File: config.mk
export PLATFORM = sky130hd
export DESIGN_NAME = rr_arbiter
export DESIGN_NICKNAME = d
export VERILOG_FILES = /design/src/rtl/rr_arbiter.sv
export SDC_FILE = /design/constraint.sdc
export NUM_CORES = 1
export LEC_CHECK = 0
export BUFFER_PORTS_ARGS = -buffer_cell sky130_fd_sc_hd__buf_4
export CORE_UTILIZATION = 60
export DETAILED_ROUTE_END_ITERATION = 12
export PLACE_DENSITY = 0.82
export SKIP_CTS_REPAIR_TIMING = 1
export SLEW_MARGIN = 30
export SYNTH_ARGS = -nofsm -noshare
export SYNTH_HDL_FRONTEND = slang
export SYNTH_SLANG_ARGS = --single-unit
File: constraint.sdc
create_clock -name clk -period 10.6 [get_ports clk]
set_clock_uncertainty 0.1 [all_clocks]
set_input_delay 2.12 -clock clk [delete_from_list [all_inputs] [get_ports clk]]
set_output_delay 2.12 -clock clk [all_outputs]
set_load 0.02 [all_outputs]
File: src/rtl/rr_arbiter.sv
// Round-robin arbiter with a registered, held one-hot grant and a rotating priority pointer.
// Optional forced release after TIMEOUT hold cycles when RR_ARBITER_TIMEOUT_EN is defined.
`timescale 1ns/1ps

module rr_arbiter #(
    parameter int N       = 8,
    parameter int TIMEOUT = 64
) (
    input  logic                 clk,
    input  logic                 nreset,
    input  logic [N-1:0]         req,
    input  logic                 done,
    output logic [N-1:0]         grant,
    output logic                 grant_valid,
    output logic [$clog2(N)-1:0] grant_id,
    output logic                 timeout
);

    localparam int IW = $clog2(N);

    localparam logic [0:0] IDLE = 1'b0;
    localparam logic [0:0] BUSY = 1'b1;

    if (N < 2 || TIMEOUT < 2) begin : g_bad_cfg
        $error("rr_arbiter: N and TIMEOUT must both be at least 2");
    end

    logic [0:0]   state;
    logic [IW-1:0] ptr;
    logic [N-1:0] owner_mask;
    logic [N-1:0] arb_req;
    logic         found;
    logic [IW-1:0] win;
    logic         natural_rel;
    logic         force_rel;
    logic         release_now;

    // grant_id doubles as the owner index while BUSY
    assign owner_mask  = {{(N-1){1'b0}}, 1'b1} << grant_id;
    assign arb_req     = (state == BUSY) ? (req & ~owner_mask) : req;
    assign natural_rel = done || !req[grant_id];
    assign release_now = (state == BUSY) && (natural_rel || force_rel);
    assign grant_valid = (state == BUSY);

    // Search ptr, ptr-1, ..., 0, N-1, ..., ptr+1; first set request wins
    always_comb begin
        int idx;
        found = 1'b0;
        win   = '0;
        idx   = 0;
        for (int i = 0; i < N; i++) begin
            idx = (int'(ptr) - i + N) % N;
            if (!found && arb_req[idx]) begin
                found = 1'b1;
                win   = IW'(idx);
            end
        end
    end

`ifdef RR_ARBITER_TIMEOUT_EN
    localparam int CW = (TIMEOUT > 2) ? $clog2(TIMEOUT) : 1;

    logic [CW-1:0] hold_cnt;

    assign force_rel = (state == BUSY) && !natural_rel && (hold_cnt == CW'(TIMEOUT - 1));

    always_ff @(posedge clk) begin
        if (!nreset) begin
            hold_cnt <= '0;
        end else if (state == IDLE || release_now) begin
            hold_cnt <= '0;
        end else begin
            hold_cnt <= hold_cnt + 1'b1;
        end
    end
`else
    assign force_rel = 1'b0;
`endif

    always_ff @(posedge clk) begin
        if (!nreset) begin
            state    <= IDLE;
            ptr      <= IW'(N - 1);
            grant    <= '0;
            grant_id <= '0;
            timeout  <= 1'b0;
        end else begin
            timeout <= 1'b0;
            if (state == IDLE || release_now) begin
                timeout <= force_rel;
                if (found) begin
                    state    <= BUSY;
                    grant    <= {{(N-1){1'b0}}, 1'b1} << win;
                    grant_id <= win;
                    ptr      <= (win == '0) ? IW'(N - 1) : win - 1'b1;
                end else begin
                    state    <= IDLE;
                    grant    <= '0;
                    grant_id <= '0;
                end
            end
        end
    end

endmodule

-- Yosys cells after proc, flatten, opt, wreduce, memory -nomap -nowiden
Cells that the tools add are included.
- flip-flop bits (word level): 15
- bits in latches: 0
- memory bits (writable): 0
- ROM bits: 0
- bits of input ports: 11
- output and inout port bits: 13
- word-level logic and storage cells: 117
- memories kept: 0
- add/sub/neg operators: 16
- $mul: 0
- divide/modulo/power cells: 0
- order comparisons: 9
- equal/unequal tests: 0
- shift operators: 2
- mux-type cells: 47
- bitwise gates (word level): 11
- reduce and logical (&&, ||, !) cells: 28
- operators with widths (operator ; count):
    $add A4 B5 Y6 const B ; 7
    $lt A4 B5 Y1 const B ; 8
    $mux W3 ; 10
    $bmux W1 S3 ; 9
    $mux W1 ; 26
    $reduce_or A3 Y1 ; 8
    $mux W8 ; 2
    $shl A1 B3 Y8 const A ; 2
    $sub A3 B3 Y4 const B ; 4
    $and A8 B8 Y8 ; 1
    $logic_and A1 B1 Y1 ; 8
    $logic_not A1 Y1 ; 8
    $not A8 Y8 ; 1
    $sub A3 B2 Y4 const B ; 2
    $and A1 B1 Y1 ; 7
    $lt A3 B4 Y1 const B ; 1
    $sub A3 B1 Y4 const B ; 1
    $add A3 B1 Y3 const B ; 1
    $logic_not A3 Y1 ; 1
    $sub A3 B1 Y3 const B ; 1
    $logic_or A1 B1 Y1 ; 2
    $reduce_and A2 Y1 ; 1
    $and A1 B1 Y1 const A ; 1
    $not A1 Y1 ; 1

-- Logic depth before layout (Yosys ltp)
- word-level depth: 31
- gate-level depth with buffers: 17
- mapped depth without buffers: 14

-- Least setup slack after synthesis
No wires, ideal clock.
- path kind: input to register
- start point: input port req[6]
- end point: register ptr[2]
- setup time: 131 ps
- arrival time: 4497 ps
- required time: 10369 ps
- slack: 5873 ps
- cell stages on the path: 13
- path buffers: 1
- cells stage by stage: inv_1 -> o32a_1 -> and3_1 -> or4_1 -> clkbuf_1 -> o211ai_1 -> a41oi_1 -> o22ai_1 -> inv_1 -> ha_1 -> ha_1 -> nand2_1 -> o211ai_1
- cells in the longest elaborated chain, start to end: 29
- elaborated cells between the ends (all ways): 66
- those cells by class: add/sub: 1; mux: 44; bitwise: 1; reduce/logical: 20
- RTL lines (item ; line ; source):
    from (decl) ; 11 ; input logic [N-1:0] req,
    $and A8 B8 Y8 ; 40 ; assign arb_req = (state == BUSY) ? (req & ~owner_mask) : req;
    $mux W8 ; 40 ;
    $bmux W1 S3 ; 53 ; if (!found && arb_req[idx]) begin
    $mux W1 (implied by the code) (2 in a row) ; 53 ;
    $mux W1 ; 53 ;
    $logic_not A1 Y1 ; 53 ;
    $logic_and A1 B1 Y1 ; 53 ;
    $mux W1 ; 53 ;
    [... 12 more ...] ; -- ;
    $logic_not A1 Y1 ; 53 ;
    $logic_and A1 B1 Y1 ; 53 ;
    $mux W1 ; 53 ;
    $logic_not A1 Y1 ; 53 ;
    $logic_and A1 B1 Y1 ; 53 ;
    $mux W3 ; 53 ;
    $sub A3 B1 Y3 or $logic_not A3 Y1 (tied branches) ; 95 ; ptr <= (win == '0) ? IW'(N - 1) : win - 1'b1;
    $mux W3 ; 95 ;
    to (signal assigned) ; 83 ; ptr <= IW'(N - 1);
    to (signal assigned) ; 95 ;
    to (decl) ; 29 ; logic [IW-1:0] ptr;
Parallel ways exist; a longest one is shown, timed or not. The select of a mux whose other input is x is not followed.
A chain may end at the register's enable or synchronous reset.

-- Worst setup path after layout
- start point: register ptr[1]
- end point: register ptr[2]
- cells in the longest elaborated chain, start to end: 28
- elaborated cells between the ends (all ways): 73
- those cells by class: add/sub: 16; mux: 41; reduce/logical: 16
- RTL lines (item):
    branches (longest 28 deep; another with $add A4 B5 Y6)
Several ways; the timed one is not identified. The select of a mux whose other input is x is not followed.

==> impl_results.md <==
- Met3 Use GR: 3.13%
- Vias per cell: 6.85
- Worst reg2reg path depth: 12
- TritonCTS sink count: 15
- Fin cells: 284
- Die area: about 3400 um^2
- Post-DRT Antenna Nets: 0
- Vias in the first global route: approximately 1700
- Chip Width: 58.2 um
- Mapped Nets: roughly 250
- Placed Area: between 2000 and 2500 um^2
- Detail Placement HPWL: 3710 um
- IO Pins: 24
- Syn Inst Count: 235
- Commonest non-fill, non-tap cell in the layout: nand2_1
- First-pass GRT wire length: 7920 um
- Status: complete, no violations
- Final instance area: between 2000 and 2500 um^2
- Nets: 260
- HP Class: reg2reg
- Final setup TNS: 0 ns
- Core ar.: 3030 um^2
- Slew headroom: 44.4%
- Worst endpoint data arrival time: 5.10 ns
- CTS Buffer Depth: 2
- Final hold violation count: 0
- Worst skew pair latency: roughly 0.28 ns
- Total gr overflow: 0
- EDFF count, synth: 0
- Starting DRT DRC Count: 211
- Filler cells: 275
- Reg area: roughly 300 um^2
- Max-cap violations: 0
- Worst Min Path Start: grant[7]$_SDFFE_PN0N_
- Min-Delay Endpoint: grant[7]$_SDFFE_PN0N_
- H-tree levels: 1
- Number of diodes: 0
- Multi-input gate area: 1420 um^2
- VDD IR max: 0.218 mV
- CP required: 10.66 ns
- CTS tree: yes
- Initial Util: about 63%
- Cell Rows: 20
- Seq cells post-synth: 15
- Leading cell types in the layout, fill and taps excluded: nand2_1, buf_4, inv_1, dfxtp_1, nor2_1
- Largest net degree at the start of global routing: 24
- Netlist cell types: 60
- Setup violations, final: 0
- Static Leak: 0.825 nW
- CP max FO: 23
- Drt total wl: 5060 um
- Met1 Usage GRT: between 40% and 50%
- Initial antenna violation count: 0
- GR Util met2: around half
- First drt pass iteration count: 5
- Area delta synth->final: 7.46%
- Unrepaired setup endpoints after global routing: false
- Most used flip-flop cell after synthesis: dfxtp_1
- Clock root cell: clkbuf_4
- CP Launch Type: register
- Average size of a mapped cell: 8.06 um^2
- Hold depth: 1
- GPL Wtd Cong: 0.977
- Overall routing resource usage: 30.1%
- Period minus WS final: 5.04 ns
- Crit path kind: reg2reg
- Sequential element share of the synthesized area: 15.9%
- Worst R2R Start: ptr[1]$_SDFFE_PN1P_
- CP endpoint kind: register
- Wire per inst: between 15 and 20 um
- Total CTS buffers: 3
- Share of layout cells above drive strength 1: between 10% and 20%
- R2r setup slk: approximately 5.6 ns
- Max-slew violation count: 0
- Synth area leader: dfxtp_1
- Routed vias: 1945
- Placed insts: 280
- Synth top area share: 15.9%
- Period utilization: 47.5%
- Power density cells: 380 nW/um^2
- Slew @ Worst Pin: 0.833 ns
- Clock-pin slew on the worst setup and hold paths: about 0.09 ns
- Cell Area, Synth: roughly 1900 um^2
- GR peak layer: met2
- Remaining DRCs: 0
- Number of I/O port buffers: 22
- Async S/R FF share, synth: 0%
- Ranking of synthesized cells by area: dfxtp_1, mux4_2, nand2_1
- Yosys warns: 0
- FMAX: 199 MHz
- RR Endpoint: ptr[2]$_SDFFE_PN1P_
- Die height: 58.2 um
## where the power goes
group | switching, mW | total, mW | leakage, nW | internal [mW]
logic | 0.353 | 0.615 | 0.686 | 0.263
clock network | 0.0173 | 0.0319 | 0.0150 | 0.0146
registers | 0.0498 | 0.127 | 0.124 | 0.0773
## Yosys cell counts (all sizes together), types with 4 or more instances
cell type and number:
a32o 6, nor3 4, a21oi 6, nand2 27, o221ai 7, ha 8, a22oi 4, dfxtp 15
nand2b 11, clkbuf 8, mux4 8, buf 13, nand3 6, a32oi 5, o21ai 4, nor2 13
inv 15, o32ai 9, o22ai 10
## state kept, by name, indices dropped and copies added, names as in the netlist
name         flops
grant_valid      1
grant_id         3
ptr              3
grant            8
## layer usage
layer / wire length (um) / vias to the layer above
met4: 65 / 0
li1: - / 924
met5: 0 / -
met2: 2340 / 82
met3: 357 / 10
met1: 2300 / 929
## metrics by stage
step	power (mW)	setup slack, ns	utilization, %	hold slack (ns)
final	0.774	5.56	67.2	0.381
after global routing	0.838	5.25	67.2	0.390
after CTS	0.760	5.70	67.2	0.378
after detailed placement	0.723	5.50	66.4	0.357
after global placement	0.720	5.57	66.4	0.358
after floorplan	0.603	5.87	-	0.492
## worst max-delay path, cell delays in order (launching register included)
cell	delay (ns)
dfxtp_1	0.84
clkinv_1	0.49
ha_1	0.80
o32ai_1	0.27
mux4_2	0.58
nor4_4	0.48
a21oi_1	0.12
o21ai_1	0.42
inv_1	0.13
ha_1	0.25
ha_1	0.27
nand2_1	0.06
o211ai_1	0.09
## worst max path at each step
stage                                   start                   to  slack, ns
after floorplan                        req[6]  ptr[2]$_SDFFE_PN1P_       5.87
after global placement                 req[6]  ptr[2]$_SDFFE_PN1P_       5.57
after detailed placement               req[6]  ptr[2]$_SDFFE_PN1P_       5.50
after CTS                 ptr[1]$_SDFFE_PN1P_  ptr[2]$_SDFFE_PN1P_       5.70
after global routing      ptr[1]$_SDFFE_PN1P_  ptr[2]$_SDFFE_PN1P_       5.25
final                     ptr[1]$_SDFFE_PN1P_  ptr[2]$_SDFFE_PN1P_       5.56
## cells by family (layout without fill, tap and decap cells)
logic type / after synthesis / count (layout) / share of synthesized area [%]
AO/OA/AOI/OAI: 70 / 70 / 29.5
XOR/XNOR: 4 / 4 / 1.85
adder cells (fa/ha/maj): 8 / 8 / 5.28
buffers and inverters: 38 / 43 / 8.98
flip-flops: 15 / 15 / 15.9
multiplexers: 10 / 10 / 10.6
other: 1 / 1 / 0.198
AND/OR/NAND/NOR: 89 / 89 / 27.7
## layout make-up
| class | count | area share (%) |
|---|---|---|
| multi-input cells | 182 | 69.9 |
| well taps | 44 | 2.70 |
| repair buffers | 22 | 8.11 |
| flip-flops and latches | 15 | 14.8 |
| clock buffers | 4 | 1.29 |
| inverters | 17 | 3.20 |
(Power assumes the default switching activity.)
